`src/rtl/dijkstra_pkg.sv`:
```
// Shared definitions for the Dijkstra datapath.
//   - relaxer_state_t : state encoding of the edge relaxer FSM
//   - NO_EDGE         : edge weight value meaning "no edge between the nodes"
//   - inf_value()     : all-ones "infinite distance" for a given value width
// Default table geometry comes from DEFAULT_MAX_NODES, DEFAULT_INDEX_WIDTH and
// DEFAULT_VALUE_WIDTH. Each one can be overridden on the command line.
`ifndef DEFAULT_MAX_NODES
`define DEFAULT_MAX_NODES 16
`endif
`ifndef DEFAULT_INDEX_WIDTH
`define DEFAULT_INDEX_WIDTH 4
`endif
`ifndef DEFAULT_VALUE_WIDTH
`define DEFAULT_VALUE_WIDTH 16
`endif

package dijkstra_pkg;

  typedef enum logic [2:0] {
    ST_IDLE   = 3'd0,
    ST_INIT   = 3'd1,
    ST_LOAD   = 3'd2,
    ST_ISSUE  = 3'd3,
    ST_WAIT   = 3'd4,
    ST_UPDATE = 3'd5,
    ST_DONE   = 3'd6
  } relaxer_state_t;

  localparam int NO_EDGE = 0;

  // All-ones value of the given width (width <= 64); callers cast to their width.
  function automatic logic [63:0] inf_value(input int width);
    return {64{1'b1}} >> (64 - width);
  endfunction

endpackage

```
`src/rtl/relax_alu.sv`:
```
// Combinational relaxation arithmetic.
//   base_dist   : dist[u]
//   edge_weight : w(u,v), NO_EDGE means there is no edge
//   old_dist    : current dist[v]
//   new_dist    : dist[u] + w, saturated to INF (all ones)
//   do_update   : edge present, dist[u] finite, and the new distance strictly smaller
// The caller still has to exclude v == u and nodes that are already visited.
module relax_alu
  import dijkstra_pkg::*;
#(
  parameter int VALUE_WIDTH = `DEFAULT_VALUE_WIDTH
) (
  input  logic [VALUE_WIDTH-1:0] base_dist,
  input  logic [VALUE_WIDTH-1:0] edge_weight,
  input  logic [VALUE_WIDTH-1:0] old_dist,
  output logic [VALUE_WIDTH-1:0] new_dist,
  output logic                   do_update
);

  localparam logic [VALUE_WIDTH-1:0] INF = VALUE_WIDTH'(inf_value(VALUE_WIDTH));

  logic [VALUE_WIDTH:0] sum;

  always_comb begin
    // The extra bit keeps the carry, so an overflowing sum saturates instead of wrapping.
    sum = {1'b0, base_dist} + {1'b0, edge_weight};
    if (sum >= {1'b0, INF}) begin
      new_dist = INF;
    end else begin
      new_dist = sum[VALUE_WIDTH-1:0];
    end
    // The compare is strict. On a tie the old predecessor is kept. A saturated sum
    // can never win, because no stored distance is larger than INF.
    do_update = (edge_weight != VALUE_WIDTH'(NO_EDGE)) && (base_dist != INF) &&
                (new_dist < old_dist);
  end

endmodule

```
`src/rtl/edge_relaxer.sv`:
```
// Edge relaxer: the stage after EdgeCache in the Dijkstra datapath.
// It owns the dist/prev/visited tables.
// - init  : clears the tables over N cycles. Each entry gets dist = INF,
//           prev = own index and visited = 0. The source entry gets dist = 0.
// - start : walks v = 0..N-1 for node u and relaxes dist[v] through edge(u,v).
// Ports:
//   clock, reset (async, active-high)
//   init, source_node, number_of_nodes   table initialisation request
//   start, current_node                  relaxation request for node u
//   busy, done                           status; done pulses for one cycle
//   query_enable, from_node, to_node     request to EdgeCache
//   edge_ready, edge_value               response from EdgeCache
//   rd_node -> rd_dist, rd_prev, rd_visited  combinational table read port
//   fsm_state                            current FSM state, for observation
// Compile option EDGE_RELAXER_SKIP_VISITED_EN: when defined, ISSUE does not query
// EdgeCache for v == u or for nodes already visited. These take one cycle each.
// The table results are the same either way.
//
// EdgeCache handshake: query_enable is the request valid. from_node and to_node
// stay stable while it is high. It stays high until edge_ready is sampled high,
// and edge_value is captured on that same edge. query_enable then drops for at
// least one cycle (UPDATE) before the next request.
module edge_relaxer
  import dijkstra_pkg::*;
#(
  parameter int MAX_NODES   = `DEFAULT_MAX_NODES,
  parameter int INDEX_WIDTH = `DEFAULT_INDEX_WIDTH,
  parameter int VALUE_WIDTH = `DEFAULT_VALUE_WIDTH
) (
  input  logic                   clock,
  input  logic                   reset,
  input  logic                   init,
  input  logic [INDEX_WIDTH-1:0] source_node,
  input  logic [INDEX_WIDTH-1:0] number_of_nodes,
  input  logic                   start,
  input  logic [INDEX_WIDTH-1:0] current_node,
  output logic                   busy,
  output logic                   done,
  output logic                   query_enable,
  output logic [INDEX_WIDTH-1:0] from_node,
  output logic [INDEX_WIDTH-1:0] to_node,
  input  logic                   edge_ready,
  input  logic [VALUE_WIDTH-1:0] edge_value,
  input  logic [INDEX_WIDTH-1:0] rd_node,
  output logic [VALUE_WIDTH-1:0] rd_dist,
  output logic [INDEX_WIDTH-1:0] rd_prev,
  output logic                   rd_visited,
  output relaxer_state_t         fsm_state
);

  localparam logic [VALUE_WIDTH-1:0] INF = VALUE_WIDTH'(inf_value(VALUE_WIDTH));

  relaxer_state_t state, state_next;

  logic [INDEX_WIDTH-1:0] u_q, v_q, src_q, last_q, int_addr;
  logic [VALUE_WIDTH-1:0] du_q, w_q, int_dist, new_dist;
  logic                   int_visited, do_update, relax_write, skip, v_last;

  logic [VALUE_WIDTH-1:0] dist_tbl    [MAX_NODES];
  logic [INDEX_WIDTH-1:0] prev_tbl    [MAX_NODES];
  logic                   visited_tbl [MAX_NODES];

  // Converts a node count into the index of the last entry. A count of 0 is
  // treated as 1. A count larger than the table is clamped to the table depth.
  function automatic logic [INDEX_WIDTH-1:0] last_of(input logic [INDEX_WIDTH-1:0] n);
    if (n == '0) return '0;
    if (int'(n) > MAX_NODES) return INDEX_WIDTH'(MAX_NODES - 1);
    return n - INDEX_WIDTH'(1);
  endfunction

  // Internal read port. LOAD needs dist[u]; every other state looks at entry v.
  assign int_addr    = (state == ST_LOAD) ? u_q : v_q;
  assign int_dist    = dist_tbl[int_addr];
  assign int_visited = visited_tbl[int_addr];

  // External read port, used by the min-distance selector.
  assign rd_dist    = dist_tbl[rd_node];
  assign rd_prev    = prev_tbl[rd_node];
  assign rd_visited = visited_tbl[rd_node];

  assign v_last = (v_q == last_q);

`ifdef EDGE_RELAXER_SKIP_VISITED_EN
  assign skip = (state == ST_ISSUE) && ((v_q == u_q) || int_visited);
`else
  assign skip = 1'b0;
`endif

  relax_alu #(
    .VALUE_WIDTH(VALUE_WIDTH)
  ) u_alu (
    .base_dist  (du_q),
    .edge_weight(w_q),
    .old_dist   (int_dist),
    .new_dist   (new_dist),
    .do_update  (do_update)
  );

  assign relax_write = (state == ST_UPDATE) && do_update && (v_q != u_q) && !int_visited;

  // State register
  always_ff @(posedge clock or posedge reset) begin
    if (reset) begin
      state <= ST_IDLE;
    end else begin
      state <= state_next;
    end
  end

  // Next-state logic
  always_comb begin
    state_next = state;
    case (state)
      ST_IDLE, ST_DONE: begin
        if (start) state_next = ST_LOAD;
        else       state_next = ST_IDLE;
      end
      ST_INIT:   if (v_last) state_next = ST_DONE;
      ST_LOAD:   state_next = ST_ISSUE;
      ST_ISSUE: begin
        if (skip) state_next = v_last ? ST_DONE : ST_ISSUE;
        else      state_next = ST_WAIT;
      end
      ST_WAIT:   if (edge_ready) state_next = ST_UPDATE;
      ST_UPDATE: state_next = v_last ? ST_DONE : ST_ISSUE;
      default:   state_next = ST_IDLE;
    endcase
    // init is accepted in any state. It aborts a relax pass that is in progress.
    if (init) state_next = ST_INIT;
  end

  assign busy         = (state != ST_IDLE) && (state != ST_DONE);
  assign done         = (state == ST_DONE);
  assign query_enable = (state == ST_WAIT) || ((state == ST_ISSUE) && !skip);
  assign from_node    = u_q;
  assign to_node      = v_q;
  assign fsm_state    = state;

  // Datapath registers. v_q also serves as the entry counter during INIT.
  always_ff @(posedge clock or posedge reset) begin
    if (reset) begin
      u_q    <= '0;
      v_q    <= '0;
      src_q  <= '0;
      last_q <= '0;
      du_q   <= '0;
      w_q    <= '0;
    end else if (init) begin
      src_q  <= source_node;
      last_q <= last_of(number_of_nodes);
      v_q    <= '0;
    end else begin
      case (state)
        ST_IDLE, ST_DONE: begin
          if (start) begin
            u_q <= current_node;
            v_q <= '0;
          end
        end
        ST_INIT, ST_UPDATE: v_q <= v_last ? '0 : v_q + INDEX_WIDTH'(1);
        ST_LOAD:  du_q <= int_dist;
        ST_ISSUE: if (skip) v_q <= v_last ? '0 : v_q + INDEX_WIDTH'(1);
        ST_WAIT:  if (edge_ready) w_q <= edge_value;
        default: ;
      endcase
    end
  end

  // Table writes. The tables have no reset and keep their contents across a reset.
  always_ff @(posedge clock) begin
    if (state == ST_INIT) begin
      dist_tbl[v_q]    <= (v_q == src_q) ? '0 : INF;
      prev_tbl[v_q]    <= v_q;
      visited_tbl[v_q] <= 1'b0;
    end
    if (state == ST_LOAD) begin
      visited_tbl[u_q] <= 1'b1;
    end
    if (relax_write) begin
      dist_tbl[v_q] <= new_dist;
      prev_tbl[v_q] <= u_q;
    end
  end

endmodule

```
`config.mk`:
```
export PLATFORM = sky130hd
export DESIGN_NAME = edge_relaxer
export DESIGN_NICKNAME = d
export VERILOG_FILES = /design/src/rtl/dijkstra_pkg.sv /design/src/rtl/relax_alu.sv /design/src/rtl/edge_relaxer.sv
export SDC_FILE = /design/constraint.sdc
export NUM_CORES = 1
export LEC_CHECK = 0
export ABC_AREA = 0
export CAP_MARGIN = 30
export CORE_MARGIN = 4
export CORE_UTILIZATION = 47
export CTS_CLUSTER_SIZE = 28
export DETAILED_ROUTE_END_ITERATION = 7
export HOLD_SLACK_MARGIN = 0.12
export PLACE_DENSITY = 0.61
export REMOVE_ABC_BUFFERS = 1
export SETUP_SLACK_MARGIN = 0.1
export SYNTH_ARGS = -nofsm -noshare
export SYNTH_HDL_FRONTEND = slang
export SYNTH_SLANG_ARGS = --single-unit
```
`constraint.sdc`:
```
create_clock -name clock -period 18.1 [get_ports clock]
set_clock_uncertainty 0.15 [all_clocks]
set_input_delay 2.715 -clock clock [delete_from_list [all_inputs] [get_ports clock]]
set_output_delay 2.715 -clock clock [all_outputs]
set_load 0.005 [all_outputs]
```
### Yosys cells after proc, flatten, opt, wreduce, memory -nomap -nowiden

Memory sizes are Yosys's and may differ from the RTL's.
Cells that the tools add are included.
W data, S select, Z words.

* input bits: 37
* logic and storage cells: 81
* memories kept: 3
* flip-flop bits (word level): 51
* RAM bits: 336

Memories
* dist_tbl: depth 16, width 16, rd ports 2, clocked after memory_dff 0, write ports 1, line edge_relaxer.sv:59 `logic [VALUE_WIDTH-1:0] dist_tbl [MAX_NODES];`
* prev_tbl: depth 16, width 4, rd ports 1, clocked after memory_dff 0, write ports 1, line edge_relaxer.sv:60 `logic [INDEX_WIDTH-1:0] prev_tbl [MAX_NODES];`
* visited_tbl: depth 16, width 1, rd ports 2, clocked after memory_dff 0, write ports 1, line edge_relaxer.sv:61 `logic visited_tbl [MAX_NODES];`

* bitwise gates (word level): 3
* equal/unequal tests: 14
* add/sub/neg operators: 3
* mux-type cells: 28
* order comparisons: 2
* reduce and logical (&&, ||, !) cells: 21

Operator list (number)
* $mux W16: 3
* $mux W4: 8
* $pmux W3 S6: 1
* $add A16 B16 Y17: 1
* $ge A17 B16 Y1 const B: 1
* $lt A16 B16 Y1: 1
* $ne A16 B16 Y1 const B: 1
* $reduce_bool A16 Y1: 1
* $mux W3: 4
* $ne A3 B3 Y1 const B: 4
* $mux W1: 10
* $eq A3 B3 Y1 const B: 3
* $eq A4 B4 Y1: 2
* $pmux W4 S2: 1
* $eq A3 B2 Y1 const B: 2
* $logic_and A1 B1 Y1: 6
* $reduce_and A2 Y1: 3
* $reduce_and A3 Y1: 2
* $reduce_bool A3 Y1: 2
* $add A4 B1 Y4 const B: 1
* $logic_not A4 Y1: 1
* $ne A4 B4 Y1: 1
* $reduce_or A2 Y1: 2
* $sub A4 B1 Y4 const B: 1
* other kinds (8): 9

### Depth between registers and ports, before layout

Gate-level depths: netlist of the first run.

* depth in word-level cells: 11
* depth in mapped cells: 22
* mapped depth without buffers: 19

### Cells and area by module

Synthesis of the first run repeated with hierarchy kept, for this count alone.

* cells, all modules: 1360
* area total of the unflattened synthesis: 20005.4 µm²

By module, submodules not included
* edge_relaxer: instances 1, area each 18595.3 µm², cells each 1155
* relax_alu: instances 1, area each 1410.1 µm², cells each 205

### Worst setup path before layout of the first run

Ideal clock, no wire load.

* kind: input port to output port
* start point: input port rd_node[0]
* end point: output port rd_dist[0]
* data required time: 15235 ps
* arrival time: 4664 ps
* slack: 10571 ps
* stages: 4
* cells stage by stage: clkbuf_1 buf_1 mux4_2 mux4_2

* longest elaborated chain between the ends: 1

Ends and longest elaborated chain
* start: declaration: line edge_relaxer.sv:44 `input logic [INDEX_WIDTH-1:0] rd_node,`
* $mem_v2 Z16 W16
* end: declaration: line edge_relaxer.sv:45 `output logic [VALUE_WIDTH-1:0] rd_dist,`

Every way passes these cells.

### Final worst setup path of the first run

* start point: input port rd_node[0]
* end point: output port rd_dist[13]

The elaborated chain is that of the path after synthesis.

==> flow_metrics.tcl, run 1 <==
set metrics [dict create \
    status "complete, no violations" \
    cp_slowest_cell "buf_4" \
    wl_per_cell_um 25.8 \
    synth_top_family_by_area "multiplexers" \
    vdd_drop_max_uv 106 \
    cp-start-kind "input port" \
    fmax_ghz 0.117 \
    area_growth_pct 14.5 \
    cts_buffer_depth 3 \
    cts_tree "built" \
    fin_crit_ns 8.54 \
    p_switching_w 0.00120 \
    finalNetCount 1577 \
    synthAdderAreaFrac_pct 2.39 \
    io_pins 72 \
    r2r_cells 18 \
    design_area_sq_um 21900 \
    crit_start "rd_node[0]" \
    netlist-cell-type-count 62 \
    clock_sinks 387 \
    synth_async_sr_flop_share_pct 13.2 \
    drc 0 \
    yosysWarnings 0 \
    rows 73 \
    post-dp-hpwl_um 31200 \
    synth_top_area_cell "edfxtp_1" \
    synth_top_area_share_pct 52.7 \
    postCtsResizedCells 0 \
    crit_type "input port to primary output" \
    clock_power_share_pct 24.9 \
    synth_compound_area_share_pct 6.18 \
    grt_pass1_vias 13000 \
    post_synth_mux_area_share_pct 15.2 \
    critPathArrivalTime_ns 5.67 \
    grt_pass1_wl_um 80400 \
    fin_crit_sh_pct 47.2 \
    grt_max_degree 73 \
    path_cells "buf_6, buf_4, mux4_2, mux4_2, clkdlybuf4s50_1" \
    power_density_nw_per_um2 150 \
    p_seq_share_pct 38.6 \
    min_path_type "flop to flop" \
    post-place-ws_ns 9.50 \
    dieArea_sq_um 44100 \
    detail-route-antenna-nets 0 \
    rsz0062_at_grt "false" \
    dpl-instance-area_sq_um 20600 \
    antenna_found_initial 1 \
    cts_hold_buf 0 \
    synth-main-ff-cell "edfxtp_1" \
    nFillCells 3315 \
    worst_slew_pin_slew_ns 1.01 \
    synth_edf_count 336 \
    numCtsBuffers 42 \
    syn_inst 1440 \
    slew_viol_final 0 \
    vias 12800 \
    wl_um 53200 \
    crit_fanout 53 \
    cts-root-buf "clkbuf_16" \
    setup_ws_ns 9.56 \
    slew_headroom_pct 32.4 \
    portBuffers 71 \
    fp.dieW_um 210 \
    rr_startpoint "from_node[1]$_DFFE_PP0P_" \
    cp_common_cell "mux4_2" \
    num_antenna_cells 0 \
    drt-vias-per-instance 6.23 \
    setup-tns-final_ns 0 \
    comb_power_share_pct 36.5 \
    clk_pin_slew_ns 0.05 \
    crit_path_end "rd_dist[13]" \
    end_kind "primary output" \
    sw_frac_of_total_pct 36.5 \
    synthSimpleGateAreaFrac_pct 13.4 \
    grt-ovfl-total 0 \
    initial_core_util_pct 47.9 \
    hold_violations 0 \
    maxCapViolCount 0 \
    synth_area_leaders "edfxtp_1, mux4_2, dfrtp_1, nand2_1, nand3_1" \
    critPathRequiredTime_ns 15.24 \
    rrSetupSlack_ns 10.25 \
    synth_xor_area_share_pct 1.19 \
    synth_most_common_cell "edfxtp_1" \
    r2r-end "dist_tbl[3][3]$_DFFE_PP_" \
    clk_latency_ns 0.54 \
    setup_viol 0 \
    drive_gt1_share_pct 18.9 \
    p_int_w 0.00209 \
    leakage_nw 7.71 \
    ys_seq_elements 387 \
    yosysSeqAreaShare_pct 59.3 \
    critPathMaxStageDelay_ns 0.68 \
    dr.first_iter.drc_count 1240 \
    synthesis.area_sq_um 19200 \
    gp_congestion 0.803 \
    die_h_um 210 \
    track_usage_pct 24.1 \
    first_pass_iters 7 \
    core_sq_um 40000 \
    synth.avg_cell_area_sq_um 13.3 \
    ys_top_cells_by_count "edfxtp_1, nand2_1, nand3_1" \
    htree_levels 2 \
    postCtsSetupRepairBufs 0 \
]
worst min-delay path by stage:
stage                                 to  depth (start not counted)                  from  slack [ns]
floorplan            du_q[0]$_DFFE_PP0P_                          2   du_q[0]$_DFFE_PP0P_        0.33
finish               du_q[9]$_DFFE_PP0P_                          2   du_q[9]$_DFFE_PP0P_        0.37
detailed placement   du_q[0]$_DFFE_PP0P_                          2   du_q[0]$_DFFE_PP0P_        0.35
global route        src_q[0]$_DFFE_PP0P_                          1  src_q[0]$_DFFE_PP0P_        0.40
CTS                  du_q[0]$_DFFE_PP0P_                          2   du_q[0]$_DFFE_PP0P_        0.37
global placement     du_q[0]$_DFFE_PP0P_                          2   du_q[0]$_DFFE_PP0P_        0.35
power by group through the flow:
stage	Combinational (W)	Sequential [W]	Clock [W]
after floorplan	0.000771	0.00126	0
after global placement	0.00117	0.00129	0
after detailed placement	0.00120	0.00129	0
after CTS	0.00121	0.00127	0.000834
after global routing	0.00132	0.00128	0.000874
final	0.00120	0.00127	0.000819
through the flow:
stage               power, W  std cells  utilization [%]  hold slack [ns]
floorplan            0.00203       1343                -            0.327
global placement     0.00246       1982             51.5            0.347
detailed placement   0.00249       1984             51.6            0.354
CTS                  0.00331       2060             54.8            0.368
global route         0.00348       2061             54.8            0.397
finish               0.00329       2061             54.8            0.371
critical path, delay by kind of cell:
kind / cells / cell delay, ns
buf+inv: 3 / 1.74
mux: 2 / 1.15
registers in the layout (all words and copies together), names as in the netlist, 4 cells and up:
register,cells
from_node,4
to_node,4
dist_tbl,256
prev_tbl,64
w_q,16
du_q,16
visited_tbl,16
last_q,4
src_q,4
routing by layer:
| metal | vias up | routed length [um] | GRT usage [%] |
|---|---|---|---|
| met1 | 6532 | 21700 | 33.2 |
| met4 | 2 | 1670 | 7.49 |
| met5 | - | 13 | 0 |
| met3 | 116 | 3880 | 3.65 |
| li1 | 5651 | - | - |
| met2 | 532 | 26000 | 39.8 |
cell families (layout without fill, tap and decap cells):
group                    after synthesis  in the layout
flip-flops                           387            387
multiplexers                         152            152
AO/OA/AOI/OAI                        163            163
buffers and inverters                112            208
AND/OR/NAND/NOR                      564            564
adder cells (fa/ha/maj)               36             36
XOR/XNOR                              26             26
placed cells by master, fill, tap and decap left out, types with 10 or more instances in the layout:
cell type / netlist / routed
a211oi_1: 10 / 10
a21boi_0: 14 / 13
a21oi_1: 21 / 20
a311oi_1: 30 / 30
a31o_2: 15 / 15
and3_1: 15 / 15
buf_4: 2 / 46
clkbuf_16: 0 / 43
clkdlybuf4s50_1: 0 / 67
clkinv_1: 0 / 10
dfrtp_1: 51 / 51
edfxtp_1: 336 / 336
ha_1: 35 / 35
inv_1: 14 / 13
mux2_2: 32 / 32
mux4_2: 108 / 108
nand2_1: 301 / 301
nand3_1: 126 / 126
nand4_1: 14 / 14
nor2_1: 52 / 52
o21ai_0: 38 / 38
xnor2_1: 11 / 11
xor2_1: 15 / 15
layout make-up:
cell class	instances	area, sq um	area share (%)
clock buffers	52	1110	5.06
clock inverters	24	193	0.878
inverters	15	58.8	0.268
multi-input cells	941	7500	34.2
flip-flops and latches	387	11400	51.8
well taps	525	657	2.99
repair buffers	117	1060	4.82
Power figures use the tool's default switching activity.
==> run 2: changes to the inputs <==
- PLACE_DENSITY: 0.61 -> 0.64
- clock period: 18.1 -> 7.7 ns (I/O delays scaled with it)
==> flow_metrics.tcl, run 2 (synthesis gave the netlist of run 1 again) <==
set metrics [dict create \
    numCtsBuffers 42 \
    postCtsSetupRepairBufs 0 \
    rrSetupSlack_ns 0.79 \
    hold_start "src_q[1]$_DFFE_PP0P_" \
    grt_max_degree 94 \
    maxCapViolCount 0 \
    crit_fanout 46 \
    post-dp-hpwl_um 34400 \
    drc 0 \
    p_switching_w 0.00286 \
    setup_viol 0 \
    min_path_type "flop to flop" \
    nFillCells 3239 \
    fin_crit_ns 6.91 \
    r2r_cells 17 \
    critPathArrivalTime_ns 6.97 \
    leakage_nw 7.89 \
    crit_type "flop to flop" \
    comb_power_share_pct 36.3 \
    power_density_nw_per_um2 354 \
    wl_per_cell_um 25.6 \
    gp_congestion 0.902 \
    vias 13000 \
    slew_viol_final 0 \
    rows 73 \
    rsz0062_at_grt "false" \
    dieArea_sq_um 44100 \
    fmax_ghz 0.145 \
    htree_levels 2 \
    holdPathStages 1 \
    finalNetCount 1599 \
    die_h_um 210 \
    cts_tree "built" \
    rr_startpoint "fsm_state[2]$_DFFE_PP0P_" \
    grt_pass1_wl_um 80300 \
    initial_core_util_pct 47.9 \
    sw_frac_of_total_pct 36.2 \
    antenna_found_initial 0 \
    setup_ws_ns 0.795 \
    area_growth_pct 16.4 \
    crit_start "fsm_state[2]$_DFFE_PP0P_" \
    p_int_w 0.00504 \
    cts-root-buf "clkbuf_16" \
    portBuffers 71 \
    clk_latency_ns 0.56 \
    cts_buffer_depth 3 \
    clk_pin_slew_ns 0.06 \
    setup-tns-final_ns 0 \
    layout_common_cells "edfxtp_1, nand2_1, nand3_1" \
    dr.first_iter.drc_count 1260 \
    post-place-ws_ns 0.859 \
    status "complete, no violations" \
    drive_gt1_share_pct 20.3 \
    io_pins 72 \
    worst_slew_pin_slew_ns 1.01 \
    hold_end "src_q[1]$_DFFE_PP0P_" \
    fin_crit_sh_pct 89.7 \
    critPathRequiredTime_ns 7.77 \
    r2r-end "prev_tbl[9][1]$_DFFE_PP_" \
    reg_top3 "dist_tbl: 256 flops, prev_tbl: 64 flops" \
    wl_um 53400 \
    largest_register_ffs 256 \
    largest_register "dist_tbl" \
    clock_sinks 387 \
    postCtsResizedCells 0 \
    p_seq_share_pct 38.0 \
    detail-route-antenna-nets 0 \
    vdd_drop_max_uv 211 \
    track_usage_pct 24.1 \
    fp.dieW_um 210 \
    clock_power_share_pct 25.7 \
    drt-vias-per-instance 6.24 \
    final_common_cell "edfxtp_1" \
    slew_headroom_pct 32.5 \
    hold_violations 0 \
    core_sq_um 40000 \
    grt_pass1_vias 12800 \
    num_antenna_cells 0 \
    end_kind "flop" \
    cts_hold_buf 0 \
    first_pass_iters 5 \
    cp-start-kind "flop" \
    grt-ovfl-total 0 \
]
## run 2: changes by cell type in the layout (fill, tap and decap cells not counted), moves of 2 or more
| cell | previous run | this run |
|---|---|---|
| buf_4 | 46 | 59 |
| clkinv_1 | 10 | 4 |
| clkinv_2 | 8 | 2 |
| buf_12 | 1 | 5 |
| clkbuf_8 | 0 | 4 |
| clkbuf_1 | 9 | 12 |
| clkinvlp_4 | 1 | 4 |
| buf_16 | 0 | 2 |
| buf_8 | 0 | 2 |
| inv_16 | 0 | 2 |
## run 2: critical path, stage by stage, from the launching register on
cell and delay, ns:
dfrtp_1 0.52, or3b_1 0.65, inv_4 0.32, mux2i_4 0.70, buf_4 0.65, and3_1 0.26, a311oi_1 0.05, a311oi_1 0.28
a31o_2 0.17, ha_1 0.25, a211oi_1 0.24, nor2_1 0.09, a211oi_1 0.21, o21a_1 0.23, nand3_1 0.25, o32a_4 0.62
nor3_4 0.46, buf_4 0.40
## run 2: through the flow
step	util (%)	cell area (sq um)	power, W	instances	hold WS, ns
final	55.8	22300	0.00790	2084	0.379
after global routing	55.8	22300	0.00831	2084	0.398
after CTS	55.6	22200	0.00790	2081	0.387
after detailed placement	52.1	20800	0.00587	2004	0.370
after global placement	52.0	20800	0.00581	2001	0.362
after floorplan	-	18800	0.00478	1343	0.327
## run 2: final cells by class
cell class	count	area [sq um]	share of cell area [%]
clock buffers	58	1150	5.16
inverters	15	58.8	0.264
well taps	525	657	2.95
multi-input cells	941	7500	33.6
clock inverters	19	249	1.12
repair buffers	139	1330	5.94
flip-flops and latches	387	11400	51.0
## run 2: how the worst max path moves through the flow
stage | to | slack [ns] | cells past startpoint
after floorplan | dist_tbl[0][0]$_DFFE_PP_ | -3.55 | 16
after global routing | dist_tbl[7][6]$_DFFE_PP_ | 0.43 | 17
after global placement | prev_tbl[9][1]$_DFFE_PP_ | 1.10 | 17
after detailed placement | prev_tbl[9][0]$_DFFE_PP_ | 0.86 | 17
final | prev_tbl[9][1]$_DFFE_PP_ | 0.79 | 17
after CTS | dist_tbl[9][0]$_DFFE_PP_ | 0.92 | 17
## run 2: metal layers
layer  GRT usage (%)  part of all wire [%]  wire, um  vias up
met5               0                     0         0        -
met4            6.86                   2.8      1490        0
met3            5.11                   8.7      4640      107
met2            38.9                    48     25800      643
met1            33.4                    40     21500     6555
li1                -                     -         -     5703
## run 2: power groups by stage
stage	clock network [W]	logic [W]	registers, W
6_report	0.00203	0.00287	0.00300
2_1_floorplan	0	0.00181	0.00297
3_3_place_gp	0	0.00278	0.00303
5_1_grt	0.00216	0.00313	0.00302
3_5_place_dp	0	0.00283	0.00304
4_1_cts	0.00206	0.00284	0.00300
==> run 3: changes to the inputs <==
- CTS_CLUSTER_SIZE: 28 -> default
==> flow_metrics.tcl, run 3 (synthesis gave the netlist of run 1 again) <==
set metrics [dict create \
    setup_ws_ns 0.815 \
    layout_common_cells "edfxtp_1, nand2_1, nand3_1" \
    detail-route-antenna-nets 0 \
    worst_slew_pin_slew_ns 1.00 \
    fmax_ghz 0.145 \
    cp_num_buf_inv 3 \
    core_sq_um 40000 \
    antenna_found_initial 0 \
    numCtsBuffers 42 \
    hold_violations 0 \
    largest_register "dist_tbl" \
    status "complete, no violations" \
    drive_gt1_share_pct 20.3 \
    leakage_nw 7.89 \
    reg_top3 "dist_tbl: 256 flops, prev_tbl: 64 flops" \
    finalPower_w 0.00789 \
    track_usage_pct 24.1 \
    largest_register_ffs 256 \
    clk_pin_slew_ns 0.06 \
    die_h_um 210 \
    drt-vias-per-instance 6.24 \
    fin_crit_sh_pct 89.4 \
    wl_per_cell_um 25.7 \
    finalNetCount 1599 \
    wl_um 53500 \
    critPathMaxStageDelay_ns 0.71 \
    initial_core_util_pct 47.9 \
    cts_buffer_depth 3 \
    cts_tree "built" \
    portBuffers 71 \
    dr.first_iter.drc_count 1264 \
    crit_fanout 46 \
    crit_type "flop to flop" \
    io_pins 72 \
    grt_pass1_wl_um 80200 \
    end_kind "flop" \
    fp.dieW_um 210 \
    clk_latency_ns 0.55 \
    cp-start-kind "flop" \
    slew_headroom_pct 33.1 \
    cts-root-buf "clkbuf_16" \
    post-dp-hpwl_um 34400 \
    postCtsSetupRepairBufs 0 \
    fin_crit_ns 6.88 \
    area_growth_pct 16.4 \
    maxCapViolCount 0 \
    vias 13000 \
    first_pass_iters 5 \
    rsz0062_at_grt "false" \
    htree_levels 2 \
    path_cells "or3b_1, inv_4, mux2i_4, buf_4, and3_1, a311oi_1, a311oi_1, a31o_2, ha_1, a211oi_1, nor2_1, a211oi_1, o21a_1, nand3_1, o32a_4, nor3_4, buf_4" \
    critPathRequiredTime_ns 7.76 \
    dieArea_sq_um 44100 \
    num_antenna_cells 0 \
    drc 0 \
    clock_sinks 387 \
    post-place-ws_ns 0.859 \
    vdd_drop_max_uv 210 \
    critPathArrivalTime_ns 6.95 \
    min_path_type "flop to flop" \
    final_common_cell "edfxtp_1" \
    cp_slowest_cell "mux2i_4" \
    postCtsResizedCells 0 \
    gp_congestion 0.902 \
    power_density_nw_per_um2 354 \
    grt_max_degree 94 \
    cts_hold_buf 0 \
    slew_viol_final 0 \
    grt-ovfl-total 0 \
    nFillCells 3244 \
    crit_family "compound AO/OA/AOI/OAI gates" \
    setup_viol 0 \
    rows 73 \
    grt_pass1_vias 12800 \
]
run 3: cell count changes in the layout (fill, tap and decap cells not counted), sizes merged:
| cell | change |
|---|---|
| clkinvlp | -1 |
| clkbuf | +1 |
| inv | -2 |
| clkinv | +2 |
run 3: final timing paths:
check	to	cells past startpoint	from	slack (ns)
setup reg to reg	dist_tbl[9][1]$_DFFE_PP_	17	fsm_state[2]$_DFFE_PP0P_	0.82
hold / removal	src_q[1]$_DFFE_PP0P_	1	src_q[1]$_DFFE_PP0P_	0.38
max in group asynchronous	du_q[15]$_DFFE_PP0P_	3	reset	5.89
min in group asynchronous	w_q[5]$_DFFE_PP0P_	3	reset	1.00
hold reg to reg	src_q[1]$_DFFE_PP0P_	1	src_q[1]$_DFFE_PP0P_	0.38
setup / recovery	dist_tbl[9][1]$_DFFE_PP_	17	fsm_state[2]$_DFFE_PP0P_	0.82
run 3: layout make-up:
type / count / area [sq um] / area share (%)
clock inverter: 18 / 226 / 1.02
clock buffer: 59 / 1180 / 5.27
tap: 525 / 657 / 2.94
timing repair buffer: 139 / 1330 / 5.94
multi-input combinational: 941 / 7500 / 33.6
inverter: 15 / 58.8 / 0.264
sequential: 387 / 11400 / 51.0
run 3: stage by stage:
stage               instance area [sq um]  cells  util [%]   TNS, ns  hold WS, ns
floorplan                           18800   1343         -  -1420.01        0.327
global placement                    20800   2001      52.0         0        0.362
detailed placement                  20800   2004      52.1         0        0.370
CTS                                 22200   2081      55.6         0        0.387
global route                        22300   2084      55.8         0        0.398
finish                              22300   2084      55.8         0        0.380
run 3: routing by layer:
layer  wire length [um]  track usage (%)
met1              21500             33.4
met2              25800             39.0
met3               4600             4.80
met4               1560             7.04
met5                  0                0
run 3: report_power, final:
group | switching [W] | internal [W] | leakage (nW) | total (W)
Combinational | 0.00181 | 0.00106 | 3.63 | 0.00287
Sequential | 0.000215 | 0.00278 | 3.59 | 0.00300
Clock | 0.000817 | 0.00121 | 0.670 | 0.00202
Total | 0.00284 | 0.00505 | 7.89 | 0.00789
run 3: worst register-to-register path, stage by stage, from the launching register on:
cell	delay (ns)
dfrtp_1	0.51
or3b_1	0.65
inv_4	0.32
mux2i_4	0.72
buf_4	0.64
and3_1	0.30
a311oi_1	0.05
a311oi_1	0.27
a31o_2	0.17
ha_1	0.26
a211oi_1	0.24
nor2_1	0.09
a211oi_1	0.21
o21a_1	0.22
nand3_1	0.25
o32a_4	0.62
nor3_4	0.46
buf_4	0.39
==> RTL edit (settings of run 2) <==
`NO_EDGE`: 0 -> 1.
--- a/src/rtl/dijkstra_pkg.sv
+++ b/src/rtl/dijkstra_pkg.sv
@@ -26,7 +26,7 @@
     ST_DONE   = 3'd6
   } relaxer_state_t;
 
-  localparam int NO_EDGE = 0;
+  localparam int NO_EDGE = 1;
 
   // All-ones value of the given width (width <= 64); callers cast to their width.
   function automatic logic [63:0] inf_value(input int width);
Check against the original RTL: not settled (the Yosys comparison gave no result); the edit may change what the design does.
==> RTL edit against run 2 <==
Sequential share of layout area increased by 0.10 points. Die area rose by 0.31%. Sequential cell count did not move. Via count shrank 7.4%. Final area is 0.20% lower. Routed wire length decreased by 1.6%. Area after synthesis increased by 0.32%. Worst setup slack improved by 530 ps. Total power decreased by 1.7%. Highest routed layer unchanged.
==> RTL edit: results (changes against run 2) <==
| Metric | Value |
|---|---|
| Layout cells sized above 1 | 21.98% (+1.7 points) |
| CTS buffer count | 43 (+2.4%) |
| Pin count of the biggest net entering global routing | 85 (-9.6%) |
| LEAKAGE | 7.691 nW (-2.5%) |
| CP top delay family | compound AO/OA/AOI/OAI gates |
| Ant diodes | 0 (unchanged) |
| Rel. slew slack | 40.69% (+8.1 points) |
| Top cells by area, synth | edfxtp_1 53%, mux4_2 14%, dfrtp_1 6.6%, mux2i_1 4.8%, nand2_1 2.7% |
| Initial antenna violation count | 0 (unchanged) |
| Iter 0 DRT Violations | 1,039 (-18%) |
| Clock transition at path regs | 60 ps (about the same) |
| Port-buffer cells | 71 (unchanged) |
| Top cell types by occurrence after synthesis | 336 x edfxtp_1, 137 x nand2_1, 120 x mux4_2 |
| Run status | finished clean |
| RD Place Congestion | 0.8689 (-3.6%) |
| DP Wirelength | 33.03 mm (-3.8%) |
| Via count | 12,040 (-7.4%) |
| YS warnings | 0 (unchanged) |
| CTS max path bufs | 3 (unchanged) |
| Routed Antenna Nets | 0 (unchanged) |
| Hold Path Class | reg2reg |
| Largest regs | dist_tbl (256), prev_tbl (64) |
| First-pass GRT wire length | 79.61 mm (-0.83%) |
| Netlist cell types | 68 (+9.7%) |
| Clock root buffer | clkbuf_16 |
| Fillcell total | 3,177 (-1.9%) |
| Sw Ratio | 35.01% (-1.2 points) |
| Post-synthesis compound-gate area fraction | 6.960% (+0.78 points) |
| Worst skew pair latency | 580 ps (+20 ps) |
| Post-synthesis mux area share | 20.73% (+5.5 points) |
| Dpl cell area | 20,900 um2 (+0.27%) |
| CP max stage cell | and2_1 |
| Adder-cell share of the synthesized area | 2.383% (-0.0076 points) |
| Peak supply drop | 0.2369 mV (+12%) |
| # Post-CTS Setup Buffers | 0 (unchanged) |
| Xor/xnor cell area share of the yosys netlist | 1.139% (-0.049 points) |
| Pre-Repair DR Iteration Count | 5 (unchanged) |
| Crit path max fanout | 45 (-2.2%) |
| Post-CTS resize count | 0 (unchanged) |
| H-tree depth | 2 (unchanged) |
| Nets | 1,441 (-9.9%) |
| Avg WL per Cell | 27.30 um (+6.5%) |
| Max incr delay on CP | 660 ps (-40 ps) |
| Post-synth ARST share | 13.18% (unchanged) |
| Final setup viols | 0 (unchanged) |
| Post-synth EDFFs | 336 (unchanged) |
| Total Routing Usage GR | 23.95% (-0.12 points) |
| Post-synthesis sequential area ratio | 59.14% (-0.19 points) |
==> RTL edit: cell types whose count changed in the layout (fill, tap and decap cells not counted), sizes merged, moves of 13 or more <==
cell and delta:
nand2 -164, o31ai +15, a211oi +23, a21boi -14, and2 +33, a21oi +18
mux2i +80, nand3 -118, a31o -15, nor2 -13
==> RTL edit: power by group through the flow <==
stage | registers, mW | clock network, mW | logic [mW]
3_5_place_dp | 3.04 | 0 | 2.74
5_1_grt | 3.03 | 2.13 | 3.00
6_report | 3.01 | 2.01 | 2.75
2_1_floorplan | 2.98 | 0 | 1.74
4_1_cts | 3.00 | 2.04 | 2.75
3_3_place_gp | 3.04 | 0 | 2.68
==> RTL edit: worst paths after layout <==
path,startpoint,end,slack (ps),depth (start not counted)
max,fsm_state[0]$_DFFE_PP0P_,dist_tbl[2][10]$_DFFE_PP_,1330,18
min,du_q[13]$_DFFE_PP0P_,du_q[13]$_DFFE_PP0P_,370,2
max reg2reg,fsm_state[0]$_DFFE_PP0P_,dist_tbl[2][10]$_DFFE_PP_,1330,18
min reg2reg,du_q[13]$_DFFE_PP0P_,du_q[13]$_DFFE_PP0P_,370,2
max in group asynchronous,reset,du_q[3]$_DFFE_PP0P_,5960,3
min in group asynchronous,reset,src_q[1]$_DFFE_PP0P_,960,3
==> RTL edit: layout make-up <==
type	count	share of cell area, %
inverter	15	0.2642
timing repair buffer	135	5.649
clock inverter	25	1.107
tap	525	2.951
multi-input combinational	786	33.97
clock buffer	53	5.003
sequential	387	51.06
==> RTL edit: cell families after synthesis <==
family / after synthesis
AOI/OAI and AO/OA: 192
adders and majority gates: 36
buffers and inverters: 101
and+or+nand+nor: 289
DFF: 387
xor gates and xnor gates: 25
muxes: 244
==> RTL edit: stage by stage <==
step,std cells,setup WS (ps),power (mW),utilization [%],hold slack [ps]
after global placement,1845,1188,5.718,51.95,353.1
after detailed placement,1848,1338,5.781,52.12,360.9
after CTS,1926,1307,7.792,55.52,373.4
final,1926,1325,7.762,55.52,371.1
after global routing,1926,972.7,8.155,55.52,399.6
after floorplan,1188,-3081,4.726,-,327.4
==> RTL edit: worst min-delay path: cells and delay by family, from the launching register on <==
family             cells  cell delay (ps)
AOI/OAI and AO/OA      1               60
and+or+nand+nor        1               50
DFF                    1              370
==> RTL edit: routing by layer <==
| metal | vias up | share of wire (%) | global-route usage, % |
|---|---|---|---|
| met3 | 68 | 6.7 | 4.450 |
| met4 | 0 | 2.2 | 6.278 |
| met5 | - | 0 | 0 |
| li1 | 5269 | - | - |
| met1 | 6270 | 43 | 34.30 |
| met2 | 436 | 48 | 38.36 |
